`src/rtl/operand_arbiter.sv`:
```
// Two-requester round-robin arbiter feeding a single registered output slot.
// A word is captured whenever the slot is empty or being drained in the same cycle.
module operand_arbiter #(
    parameter int DW = 32
) (
    input  logic          clk,
    input  logic          rst_n,
    input  logic          req0,
    input  logic [DW-1:0] in0,
    output logic          ack0,
    input  logic          req1,
    input  logic [DW-1:0] in1,
    output logic          ack1,
    output logic          sel,
    output logic          o_valid,
    output logic [DW-1:0] o_data,
    output logic          o_src,
    input  logic          o_ready,
    output logic [7:0]    xfer_cnt
);

    typedef enum logic {
        EMPTY = 1'b0,
        FULL  = 1'b1
    } state_t;

    state_t        state_q, state_d;
    logic [DW-1:0] data_q, data_d;
    logic          src_q, src_d;
    logic          last_gnt_q, last_gnt_d;
    logic [7:0]    cnt_q, cnt_d;

    logic any_req;
    logic winner;
    logic slot_free;
    logic capture;
    logic deliver;

    always_comb begin
        any_req   = req0 | req1;
        // Ties go to whichever requester did not win last time.
        winner    = (req0 & req1) ? ~last_gnt_q : req1;
        slot_free = (state_q == EMPTY) | o_ready;
        capture   = rst_n & slot_free & any_req;
        deliver   = (state_q == FULL) & o_ready;

        ack0 = capture & ~winner;
        ack1 = capture & winner;
        sel  = rst_n & any_req & winner;

        state_d    = state_q;
        data_d     = data_q;
        src_d      = src_q;
        last_gnt_d = last_gnt_q;
        cnt_d      = cnt_q;

        if (deliver) begin
            state_d = EMPTY;
            cnt_d   = cnt_q + 8'd1;
        end
        if (capture) begin
            state_d    = FULL;
            data_d     = winner ? in1 : in0;
            src_d      = winner;
            last_gnt_d = winner;
        end
    end

    always_ff @(posedge clk or negedge rst_n) begin
        if (!rst_n) begin
            state_q    <= EMPTY;
            data_q     <= '0;
            src_q      <= 1'b0;
            last_gnt_q <= 1'b1;
            cnt_q      <= 8'd0;
        end else begin
            state_q    <= state_d;
            data_q     <= data_d;
            src_q      <= src_d;
            last_gnt_q <= last_gnt_d;
            cnt_q      <= cnt_d;
        end
    end

    assign o_valid  = (state_q == FULL);
    assign o_data   = data_q;
    assign o_src    = src_q;
    assign xfer_cnt = cnt_q;

endmodule

```
`config.mk`:
```
export PLATFORM = sky130hd
export DESIGN_NAME = operand_arbiter
export DESIGN_NICKNAME = d
export VERILOG_FILES = /design/src/rtl/operand_arbiter.sv
export SDC_FILE = /design/constraint.sdc
export NUM_CORES = 1
export LEC_CHECK = 0
export BUFFER_PORTS_ARGS = -buffer_cell sky130_fd_sc_hd__buf_2
export CAP_MARGIN = 20
export CORE_MARGIN = 4
export CORE_UTILIZATION = 46
export DETAILED_ROUTE_END_ITERATION = 12
export GPL_ROUTABILITY_DRIVEN = 1
export PLACE_DENSITY = 0.8
export REMOVE_ABC_BUFFERS = 1
export SYNTH_ARGS = -nofsm -noshare
export SYNTH_HDL_FRONTEND = slang
export SYNTH_SLANG_ARGS = --single-unit
export TNS_END_PERCENT = 5
```
`constraint.sdc`:
```
create_clock -name clk -period 1.9 [get_ports clk]
set_input_delay 0.285 -clock clk [delete_from_list [all_inputs] [get_ports clk]]
set_output_delay 0.285 -clock clk [all_outputs]
set_load 0.005 [all_outputs]
```
# --- Yosys cells after proc, flatten, opt, wreduce, memory -nomap -nowiden ---
# Index checks and enable logic that the tools add are counted.
totals:
  word_cells: 24
  reg_bits: 43
  output_inout_bits: 45
classes:
  bitwise_logic: 13
  reduce_logical: 1
  n_mux: 4
  addsub: 1
op_table:
  columns: ["op", "count"]
  rows:
  - ["$mux 32", 1]
  - ["$add 8x1->8 const B", 1]
  - ["$and 1x1->1", 8]
  - ["$mux 1", 3]
  - ["$not 1->1", 3]
  - ["$or 1x1->1", 2]
  - ["$reduce_bool 2->1", 1]

# --- Depth between registers and ports, before layout ---
# Gate-level depths: netlist of run 1.
logic_depth:
  word_depth: 5
  ltp_mapped: 5

# --- Worst setup path after synthesis of run 1 ---
# Ideal clock, no wire load.
synth_path:
  path_type: "register to register"
  from: "reg last_gnt_q"
  to: "reg data_q[12] (netlist: o_data[12])"
  t_arrival_ns: 1.366
  synth_period_minus_slack_ns: 1.492
  setup_slack_ns: 0.408
  path_stages_with_launch: 5
  required_time_ns: 1.775
  cell_sequence: "dfstp_2 -> a21boi_4 -> buf_6 -> mux2_4 -> mux2_4"
synth_via:
  elab_chain_len: 3
synth_rtl:
  columns: ["item", "line_no", "text"]
  rows:
  - ["start, declared", "30", "logic last_gnt_q, last_gnt_d;"]
  - ["start signal, assigned", "80", "last_gnt_q <= last_gnt_d;"]
  - ["$not 1->1", "42", "winner = (req0 & req1) ? ~last_gnt_q : req1;"]
  - ["$mux 1", "42", null]
  - ["$mux 32", "63", "data_d = winner ? in1 : in0;"]
  - ["end signal, assigned", "78", "data_q <= data_d;"]
  - ["end, declared", "28", "logic [DW-1:0] data_q, data_d;"]
# Every way passes these cells.
# A chain may end at the register's enable or synchronous reset.

# --- Worst setup path in the final report of run 1 ---
layout_path:
  from: "in rst_n"
  to: "out ack1"
layout_via:
  elab_chain_len: 3
layout_rtl:
  columns: ["item", "line_no", "text"]
  rows:
  - ["start, declared", "7", "input logic rst_n,"]
  - ["$and 1x1->1 (2 in a row)", "44", "capture = rst_n & slot_free & any_req;"]
  - ["$and 1x1->1", "48", "ack1 = capture & winner;"]
  - ["end, declared", "13", "output logic ack1,"]
# Every way passes these cells.

==> summary.md, run 1 <==
| Metric | Value |
|---|---|
| CTS Root Cell | clkbuf_8 |
| Final setup margin | 0.0842 ns |
| Sequential fraction of the synthesis area | 47.4% |
| Actual slew at the worst max-slew pin | 0.339 ns |
| Post-Syn Instances | 145 |
| Worst EP arrival | 1.53 ns |
| R2R depth | 4 |
| FMAX | 551 MHz |
| Reg2reg end | o_data[11]$_DFFE_PN0P_ |
| Worst-path cell chain | buf_2 > dlygate4sd3_1 > buf_6 > and3_1 > buf_2 |
| Worst Path Required | 1.62 ns |
| Unrepaired setup endpoints after global routing | yes |
| Nets@finish | 333 |
| GRT Overall Usage | 17.4% |
| Largest net degree at the start of global routing | 35 |
| Initial DRC Count | 66 |
| Pre-CTS setup slack | 0.236 ns |
| Max-slew violation total from the final report | 0 |
| Vias in the first global route | 1729 |
| Min cycle time layout | 1.82 ns |
| Peak supply drop | 0.000435 V |
| I/O Buffers | 113 |
| Routability congestion estimate | 0.807 |
| Layout cells sized above 1 | 73.9% |
| Mapped cell area | 2270 µm² |
| Row count | 25 |
| CTS tree | yes |
| Die area | 6130 µm² |
| Die X | 78.3 µm |
| Leak | 1.59 nW |
| Slowest stage delay, CP | 0.60 ns |
| Die H | 78.3 µm |
| Startpoint Class | input pin |
| Area of the multi-input gates | 1140 µm² |
| First-pass DRT Iterations | 4 |
| Core Area | 4750 µm² |
| Worst Skew | 0.00432 ns |
| Maxcap violations | 0 |
| Origin of the critical flop-to-flop path | last_gnt_q$_DFFE_PN1P_ |
| #FFs+latches synth | 43 |
| Ant diodes | 0 |
| CP Launch Point | rst_n |
| Setup slack, reg-to-reg | 0.30 ns |
| Clock sinks | 43 |
| Clock tree buffer depth | 2 |
| IO Count | 114 |
| Starting Density | 47.8% |
| Most common cell after layout, fill and taps aside | buf_2 |
| Area growth syn-to-layout | 34.6% |
| Number of routed nets with antenna violations | 0 |
| Hold Path Depth | 2 |
| CTS Buf Count | 5 |
| Period Utilization, post-route | 95.6% |
| Htree depth | 2 |
| Synth warn | 0 |
| Kind of end point of the critical path | output port |
| Most frequent cell on the critical path | buf_2 |
| Vias | 1559 |
| Hold WC Path Type | in2reg |
| Critical Path Sink | ack1 |
| Status | complete, no violations |
| GRT overflow | 0 |
| Post-synth cell types | 23 |
| Synth Area per Inst | 15.7 µm² |
| Post-DP HPWL | 3.83 mm |
| PwrDens | 973 nW/µm² |
| Fill count | 369 |
| Initial antenna violation count | 0 |
| CTS clk-pin slew, worst paths | 0.08 ns |
| Final setup fails | 0 |
| Crit-path slowest cell | dlygate4sd3_1 |
| Via-per-instance ratio | 4.71 |
| CP Max Fanout | 21 |
| Most frequent cells in the layout | 113 x buf_2, 47 x mux2_4, 42 x dfrtp_1 |
| Clk_lat worst skew | 0.29 ns |
| Drt total wl | 4.93 mm |
| # DRC | 0 |
| Critical path class | in2out |
| Per-cell routed wire length | 14.9 µm |
| First-pass GRT wire length | 8.34 mm |
| Fin util | 64.4% |
| Worst slew margin | 77.4% |
| Storage cell area | 1080 µm² |
| Fin. Hold Viols | 0 |
==> layout make-up <==
cell class	count	share of cell area, %
Timing Repair Buffer	119	21.0
Inverter	1	0.123
Clock inverter	2	1.14
Sequential cell	43	35.2
Multi-Input combinational cell	93	37.1
Clock buffer	6	2.70
Tap cell	67	2.74
==> metrics by stage <==
stage          cells  hold slack (ns)  setup TNS, ns  total power [mW]  cell area, µm²
3_5_place_dp     322            0.315              0              2.28            2920
4_1_cts          331            0.236              0              3.02            3050
5_1_grt          331            0.246       -0.00329              3.19            3060
3_3_place_gp     322            0.317              0              2.24            2920
2_1_floorplan    137          -0.0106         -38.76              1.85            2200
6_report         331            0.248              0              2.98            3060
==> repair_timing <==
item                                   CTS  global route
hold buffers                             1             0
endpoints found under the hold margin    2             0
gates resized for setup                  0             2
setup endpoints to repair                0             3
buffers inserted                         0             0
==> synthesized netlist by cell type <==
cell       n  share of area (%)
a21boi_4   1               0.83
a31oi_1    1               0.28
a41oi_1    1               0.39
and2_1     2               0.55
and3_1     3               0.83
buf_4      3               0.99
buf_6      4                2.0
clkbuf_1   1               0.16
dfrtp_1   42                 46
dfstp_2    1                1.2
ha_1       1               0.55
inv_1      1               0.16
mux2_1     1               0.50
mux2_2    17                8.4
mux2_4    47                 31
nand2_1    3               0.50
nand2b_4   1               0.60
nand4_1    4                1.1
nor2b_1    2               0.55
o21ai_1    1               0.22
o21bai_1   1               0.33
xnor2_1    6                2.3
xor2_1     1               0.39
==> flip-flops by register name, indices dropped and copies added (netlist names) <==
name        flops
o_src           1
o_valid         1
xfer_cnt        8
o_data         32
last_gnt_q      1
==> worst min path at each step <==
stage	slack [ns]	end	start
floorplan	-0.01	o_data[0]$_DFFE_PN0P_	rst_n
global placement	0.32	o_src$_DFFE_PN0P_	rst_n
detailed placement	0.31	o_src$_DFFE_PN0P_	rst_n
CTS	0.24	last_gnt_q$_DFFE_PN1P_	req0
global route	0.25	last_gnt_q$_DFFE_PN1P_	req0
finish	0.25	last_gnt_q$_DFFE_PN1P_	req0
==> worst max-delay path: cells and delay by family <==
family / cells / cell delay, ns
buffers and inverters: 4 / 1.04
and+or+nand+nor: 1 / 0.20
==> logic make-up (layout without fill, tap and decap cells) <==
logic type / after synthesis / after routing / share of synthesized area [%]
adders and majority gates: 1 / 1 / 0.550
xor gates and xnor gates: 7 / 7 / 2.70
muxes: 65 / 65 / 39.9
buffers and inverters: 9 / 128 / 3.30
AOI/OAI and AO/OA: 5 / 5 / 2.04
and+or+nand+nor: 15 / 15 / 4.12
DFF: 43 / 43 / 47.4
==> routing by layer <==
layer	part of all wire [%]	global-route usage, %	routed length (µm)	up-vias
met2	49	29.7	2430	78
li1	-	-	-	749
met3	9.7	6.77	478	6
met4	1.1	4.72	54	0
met5	0	0	0	-
met1	40	20.4	1960	726
==> power by group <==
group	internal [mW]	switching, mW	leakage, nW	total, mW
Clock	0.425	0.297	0.0612	0.722
Combinational	0.596	0.339	1.02	0.936
Sequential	1.15	0.173	0.511	1.32
Power figures use the tool's default switching activity.
==> inputs of run 2 (changes only) <==
Settings changed: ABC_AREA set to 1, CORE_UTILIZATION 46 to 45, PLACE_DENSITY 0.8 to 0.79.
==> run 2 against run 1 <==
  * Via count rose by 45%
  * Power decreased by 11%
  * Clock skew hardly changed
  * Combinational power down 17%
  * Non-clock buffer count is 3 higher
  * Cell area shrank 3.4%
  * Clock power fell by 14%
  * Clock-buffer cell count up 2
==> summary.md, run 2 <==
| Metric | Value |
|---|---|
| DP Cell Count | 474 (was 322) |
| FMAX | 566 MHz (was 551 MHz) |
| Die area | 6160 µm² (was 6130 µm²) |
| Hold WS | 0.135 ns (was 0.248 ns) |
| Htree depth | 2 (unchanged) |
| CP Max Fanout | 14 (was 21) |
| Max FFs per register | 32 (unchanged) |
| # DRC | 0 (unchanged) |
| Worst EP arrival | 1.48 ns (was 1.53 ns) |
| Period Utilization, post-route | 93.0% (was 95.6%) |
| Mapped cell area | 2240 µm² (was 2270 µm²) |
| PwrDens | 898 nW/µm² (was 973 nW/µm²) |
| Number of routed nets with antenna violations | 0 (unchanged) |
| Internal power | 1.80 mW (was 2.17 mW) |
| Final TNS setup | 0 ns (unchanged) |
| Sequential fraction of the synthesis area | 48.2% (was 47.4%) |
| Status | complete, no violations (unchanged) |
| Psw | 0.851 mW (was 0.809 mW) |
| Power share of the sequential group | 47.4% (was 44.4%) |
| CTS clk-pin slew, worst paths | 0.08 ns (about the same) |
| Maxcap violations | 0 (unchanged) |
| Yosys top cell by area | dfrtp_1 (unchanged) |
| Kind of end point of the critical path | output port (unchanged) |
| Worst Skew | 0.00438 ns (was 0.00432 ns) |
| Layout cells sized above 1 | 32.9% (was 73.9%) |
| Most frequent cells in the layout | 182 x nand2_1, 113 x buf_2, 42 x dfrtp_1 (was 113 x buf_2, 47 x mux2_4, 42 x dfrtp_1) |
| Post-synth cell types | 20 (was 23) |
| GRT overflow | 0 (unchanged) |
| Die H | 78.5 µm (was 78.3 µm) |
| Largest net degree at the start of global routing | 44 (was 35) |
| Routability congestion estimate | 0.737 (was 0.807) |
| Final instance area | 2960 µm² (was 3060 µm²) |
| Unrepaired setup endpoints after global routing | no (was yes) |
| Startpoint Class | flip-flop (was input pin) |
| Prevailing post-synth register cell | dfrtp_1 (unchanged) |
| Vias in the first global route | 2071 (was 1729) |
| Area fraction of the dominant cell type after synthesis | 47.0% (was 46.2%) |
| Clk_lat worst skew | 0.29 ns (about the same) |
| Post-Syn Instances | 304 (was 145) |
| Post-Place Cell Area | 2820 µm² (was 2920 µm²) |
| CTS Root Cell | clkbuf_8 (unchanged) |
| Final setup fails | 0 (unchanged) |
| Min cycle time layout | 1.77 ns (was 1.82 ns) |
| Top cells by count, synth | 182 x nand2_1, 42 x dfrtp_1, 36 x nand3_1 (was 47 x mux2_4, 42 x dfrtp_1, 17 x mux2_2) |
| CTS Buf Count | 5 (unchanged) |
| Post-DP HPWL | 4.39 mm (was 3.83 mm) |
| Hold WC Path Type | in2async (was in2reg) |
| Most common cell after layout, fill and taps aside | nand2_1 (was buf_2) |
| Critical path class | reg2out (was in2out) |
| GRT Overall Usage | 19.5% (was 17.4%) |
| Per-cell routed wire length | 12.4 µm (was 14.9 µm) |
| Top post-synthesis cells by area | dfrtp_1 47%, nand2_1 31%, nand3_1 8.1%, buf_2 2.0%, buf_6 2.0% (was dfrtp_1 46%, mux2_4 31%, mux2_2 8.4%, xnor2_1 2.3%, buf_6 2.0%) |
| Clock sinks | 43 (unchanged) |
| IO Count | 114 (unchanged) |
| Die X | 78.5 µm (was 78.3 µm) |
| Area growth syn-to-layout | 32.2% (was 34.6%) |
| Final non-filler cell total | 486 (was 331) |
| Post-synth EDFFs | 0 (unchanged) |
| Worst slew margin | 64.2% (was 77.4%) |
| Hold_buf cts | 0 (was 1) |
| Drt total wl | 6.01 mm (was 4.93 mm) |
| #FFs+latches synth | 43 (unchanged) |
| Core Area | 4750 µm² (unchanged) |
| Row count | 25 (unchanged) |
| Post-synth ARST share | 100% (unchanged) |
| Ant diodes | 0 (unchanged) |
| Fin. Hold Viols | 0 (unchanged) |
| First-pass DRT Iterations | 4 (unchanged) |
| Combinational share of power | 29.3% (was 31.4%) |
| Synth Area per Inst | 7.35 µm² (was 15.7 µm²) |
| Nets@finish | 488 (was 333) |
| Via-per-instance ratio | 4.66 (was 4.71) |
| I/O Buffers | 113 (unchanged) |
| CTS tree | yes (unchanged) |
| Net Sw Frac | 32.1% (was 27.2%) |
| Leak | 1.81 nW (was 1.59 nW) |
| Max-slew violation total from the final report | 0 (unchanged) |
| Initial DRC Count | 80 (was 66) |
| Most common cell in the synthesized netlist | nand2_1 (was mux2_4) |
| Synth warn | 0 (unchanged) |
| Peak supply drop | 0.000394 V (was 0.000435 V) |
| Actual slew at the worst max-slew pin | 0.538 ns (was 0.339 ns) |
| First-pass GRT wire length | 9.47 mm (was 8.34 mm) |
| Worst Path Required | 1.62 ns (about the same) |
| Clock Power Share | 23.3% (was 24.2%) |
| Starting Density | 47.0% (was 47.8%) |
| Vias | 2265 (was 1559) |
| Clock tree buffer depth | 2 (unchanged) |
| Initial antenna violation count | 0 (unchanged) |
-- run 2: cell count changes after synthesis, moves of 7 or more --
cell,previous run,this run
inv_1,1,8
nand2_1,3,182
buf_2,0,9
nand3_1,0,36
mux2_2,17,1
mux2_4,47,0
-- run 2: cells by family (layout without fill, tap and decap cells) --
family	after synthesis	in the layout	synth area share (%)
and+or+nand+nor	229	230	41.9
buffers and inverters	25	139	6.77
adders and majority gates	1	1	0.560
muxes	1	1	0.504
DFF	43	43	48.2
xor gates and xnor gates	3	3	1.18
AOI/OAI and AO/OA	2	2	0.951
-- run 2: area by class of cell --
class | instances | area (µm²)
sequential | 43 | 1080
timing repair buffer | 122 | 633
clock buffer | 8 | 100
inverter | 9 | 38.8
fill | 473 | 1800
tap | 67 | 83.8
multi-input combinational | 237 | 1020
-- run 2: power groups by stage --
| stage | registers, mW | logic (mW) | clock network, mW |
|---|---|---|---|
| 6_report | 1.26 | 0.778 | 0.618 |
| 5_1_grt | 1.29 | 0.883 | 0.667 |
| 4_1_cts | 1.26 | 0.784 | 0.634 |
| 3_5_place_dp | 1.27 | 0.777 | 0 |
| 3_3_place_gp | 1.27 | 0.742 | 0 |
| 2_1_floorplan | 1.28 | 0.350 | 0 |
-- run 2: critical path, stage by stage (launching register included) --
cell and delay (ns):
dfstp_2 0.55, nand2_2 0.06, nand2_2 0.21, nor2_1 0.12, nand2_1 0.11, inv_1 0.04, buf_2 0.12
-- run 2: per-layer routing --
layer | global-route usage [%] | wire length [µm]
met1 | 23.3 | 2590
met2 | 34.8 | 2930
met3 | 4.70 | 453
met4 | 5.59 | 24
met5 | 0 | 0
-- run 2: through the flow --
step	setup WS, ns	utilization (%)	power [mW]
detailed placement	0.258	59.3	2.05
finish	0.133	62.2	2.66
global placement	0.289	59.3	2.01
floorplan	0.133	-	1.63
CTS	0.0331	61.6	2.68
global route	0.0299	62.2	2.84
-- run 2: what timing repair did --
| action | in CTS | in global routing |
|---|---|---|
| setup endpoints to repair | 1 | 1 |
| setup buffers | 0 | 3 |
| gates cloned | 1 | 0 |
| pin swaps | 1 | 1 |
| resized for setup | 0 | 1 |
-- run 2: path summary, 6_finish.rpt --
check,start,end,slack [ns],cells past startpoint
setup / recovery,last_gnt_q$_DFFE_PN1P_,ack1,0.13,6
hold / removal,rst_n,o_data[23]$_DFFE_PN0P_,0.14,2
setup reg to reg,last_gnt_q$_DFFE_PN1P_,o_data[8]$_DFFE_PN0P_,0.47,7
hold reg to reg,o_data[29]$_DFFE_PN0P_,o_data[29]$_DFFE_PN0P_,0.47,2
max in group asynchronous,rst_n,last_gnt_q$_DFFE_PN1P_,1.40,2
min in group clk,in0[14],o_data[14]$_DFFE_PN0P_,0.28,5
==> inputs of run 3 (changes only) <==
Settings changed: RECOVER_POWER set to 100.
==> run 3 against run 2 <==
  * Power fell by 0.52%
  * Critical path type unchanged
  * Global-route usage did not move
  * Critical endpoint unchanged
  * Clock-buffer cell count unchanged
  * Clock skew increased by 0.00091 ns
  * Register-to-register slack lost 0.17 ns
  * Combinational power fell by 3.1%
  * Hold slack improved by 0.14 ns
  * Flip-flop and latch count did not move
  * Final cell count unchanged
  * Maximum frequency decreased by 0.30%
  * Largest power group unchanged
  * First-iteration DRC count fell by 34%
==> summary.md, run 3 (same netlist as run 2, synthesis figures left out) <==
| Metric | Value |
|---|---|
| CTS Buf Count | 5 (unchanged) |
| Number of routed nets with antenna violations | 0 (unchanged) |
| Slowest stage delay, CP | 0.55 ns (about the same) |
| Hold_buf cts | 0 (unchanged) |
| Hold WS | 0.280 ns (was 0.135 ns) |
| Worst-path cell chain | nand2_2 > nand2_2 > nor2_1 > nand2_1 > inv_1 > buf_2 (unchanged) |
| Min cycle time layout | 1.77 ns (about the same) |
| CTS tree | yes (unchanged) |
| Nets@finish | 488 (unchanged) |
| Largest net degree at the start of global routing | 44 (unchanged) |
| Via-per-instance ratio | 4.71 (was 4.66) |
| Vias in the first global route | 2071 (unchanged) |
| Peak supply drop | 0.000385 V (was 0.000394 V) |
| Vias | 2287 (was 2265) |
| Htree depth | 2 (unchanged) |
| CP Max Fanout | 14 (unchanged) |
| Setup slack, reg-to-reg | 0.30 ns (was 0.47 ns) |
| First-pass DRT Iterations | 4 (unchanged) |
| Clk_lat worst skew | 0.29 ns (about the same) |
| First-pass GRT wire length | 9.47 mm (unchanged) |
| Clock sinks | 43 (unchanged) |
| Final TNS setup | 0 ns (unchanged) |
| Area growth syn-to-layout | 30.7% (was 32.2%) |
| R2R depth | 7 (unchanged) |
| Starting Density | 47.0% (unchanged) |
| Initial antenna violation count | 0 (unchanged) |
| Layout cells sized above 1 | 28.6% (was 32.9%) |
| Worst Skew | 0.00529 ns (was 0.00438 ns) |
| FMAX | 564 MHz (was 566 MHz) |
| Fin. Hold Viols | 0 (unchanged) |
| Die H | 78.5 µm (unchanged) |
| Die X | 78.5 µm (unchanged) |
| Max FFs per register | 32 (unchanged) |
| GRT overflow | 0 (unchanged) |
| CTS Root Cell | clkbuf_8 (unchanged) |
| Hold WC Path Type | in2reg (was in2async) |
| Row count | 25 (unchanged) |
| Core Area | 4750 µm² (unchanged) |
| Maxcap violations | 0 (unchanged) |
| Critical path class | reg2out (unchanged) |
| Clock tree buffer depth | 2 (unchanged) |
| Startpoint Class | flip-flop (unchanged) |
| GRT Overall Usage | 19.5% (unchanged) |
| Worst EP arrival | 1.49 ns (was 1.48 ns) |
| Pre-CTS setup slack | 0.258 ns (unchanged) |
| I/O Buffers | 113 (unchanged) |
| Post-DP HPWL | 4.39 mm (unchanged) |
| Max-slew violation total from the final report | 0 (unchanged) |
| Most common cell after layout, fill and taps aside | nand2_1 (unchanged) |
| Final setup fails | 0 (unchanged) |
| Crit-path slowest cell | dfstp_2 (unchanged) |
| Routability congestion estimate | 0.737 (unchanged) |
| Per-cell routed wire length | 12.4 µm (about the same) |
| Drt total wl | 6.03 mm (was 6.01 mm) |
| Worst slew margin | 29.7% (was 64.2%) |
| DP Cell Count | 474 (unchanged) |
| Unrepaired setup endpoints after global routing | no (unchanged) |
| # DRC | 0 (unchanged) |
| Worst Path Required | 1.62 ns (about the same) |
| Final setup margin | 0.127 ns (was 0.133 ns) |
| Ant diodes | 0 (unchanged) |
| Final instance area | 2920 µm² (was 2960 µm²) |
| Leak | 1.75 nW (was 1.81 nW) |
| IO Count | 114 (unchanged) |
| Kind of end point of the critical path | output port (unchanged) |
| Final non-filler cell total | 486 (unchanged) |
| CTS clk-pin slew, worst paths | 0.08 ns (about the same) |
| Actual slew at the worst max-slew pin | 1.06 ns (was 0.538 ns) |
| Status | complete, no violations (unchanged) |
| Initial DRC Count | 53 (was 80) |
| Post-Place Cell Area | 2820 µm² (unchanged) |
| Most frequent cells in the layout | 182 x nand2_1, 94 x buf_2, 42 x dfrtp_1 (was 182 x nand2_1, 113 x buf_2, 42 x dfrtp_1) |
| Most frequent cell on the critical path | nand2_2 (unchanged) |
| Die area | 6160 µm² (unchanged) |
| Hold Path Depth | 5 |
| PwrDens | 904 nW/µm² (was 898 nW/µm²) |
| Period Utilization, post-route | 93.3% (was 93.0%) |
[run 3: changes by cell type in the layout (fill, tap and decap cells not counted), sizes merged]
cell    delta
buf       -21
clkbuf    +21
[run 3: critical path: cells and delay by family (launching register included)]
kind / cells / cell delay, ns
DFF: 1 / 0.55
buffers and inverters: 2 / 0.16
and+or+nand+nor: 4 / 0.50
[run 3: final cells by class]
cell class	instances	area (µm²)
inverter	9	36.3
fill	480	1830
clock buffer	8	100
timing repair buffer	122	606
tap	67	83.8
sequential	43	1080
multi-input combinational	237	1020
[run 3: path summary, 6_finish.rpt]
check	start	endpoint
worst min register to register	o_src$_DFFE_PN0P_	o_src$_DFFE_PN0P_
min in group asynchronous	rst_n	o_data[23]$_DFFE_PN0P_
worst max register to register	last_gnt_q$_DFFE_PN1P_	o_data[8]$_DFFE_PN0P_
worst max-delay path	last_gnt_q$_DFFE_PN1P_	ack1
worst min-delay path	in0[14]	o_data[14]$_DFFE_PN0P_
max in group asynchronous	rst_n	o_data[29]$_DFFE_PN0P_
[run 3: stage by stage]
stage	utilization (%)	power (mW)
after floorplan	-	1.63
after global placement	59.3	2.01
after detailed placement	59.3	2.05
after CTS	61.6	2.68
after global routing	61.4	2.82
final	61.4	2.64
[run 3: repair_timing]
action	in CTS	in global routing
pin swaps	1	1
resized for setup	0	1
setup buffers	0	3
gates cloned	1	0
endpoints found under the setup margin	1	1
[run 3: routing by layer]
metal / GRT usage, % / wire length [µm] / part of all wire [%]
met3: 4.70 / 428 / 7.1
met5: 0 / 0 / 0
met4: 5.59 / 45 / 0.75
met1: 23.3 / 2590 / 43
met2: 34.8 / 2970 / 49
[run 3: power breakdown]
part | switching [mW] | internal [mW]
clock network | 0.293 | 0.332
logic | 0.419 | 0.335
registers | 0.147 | 1.12
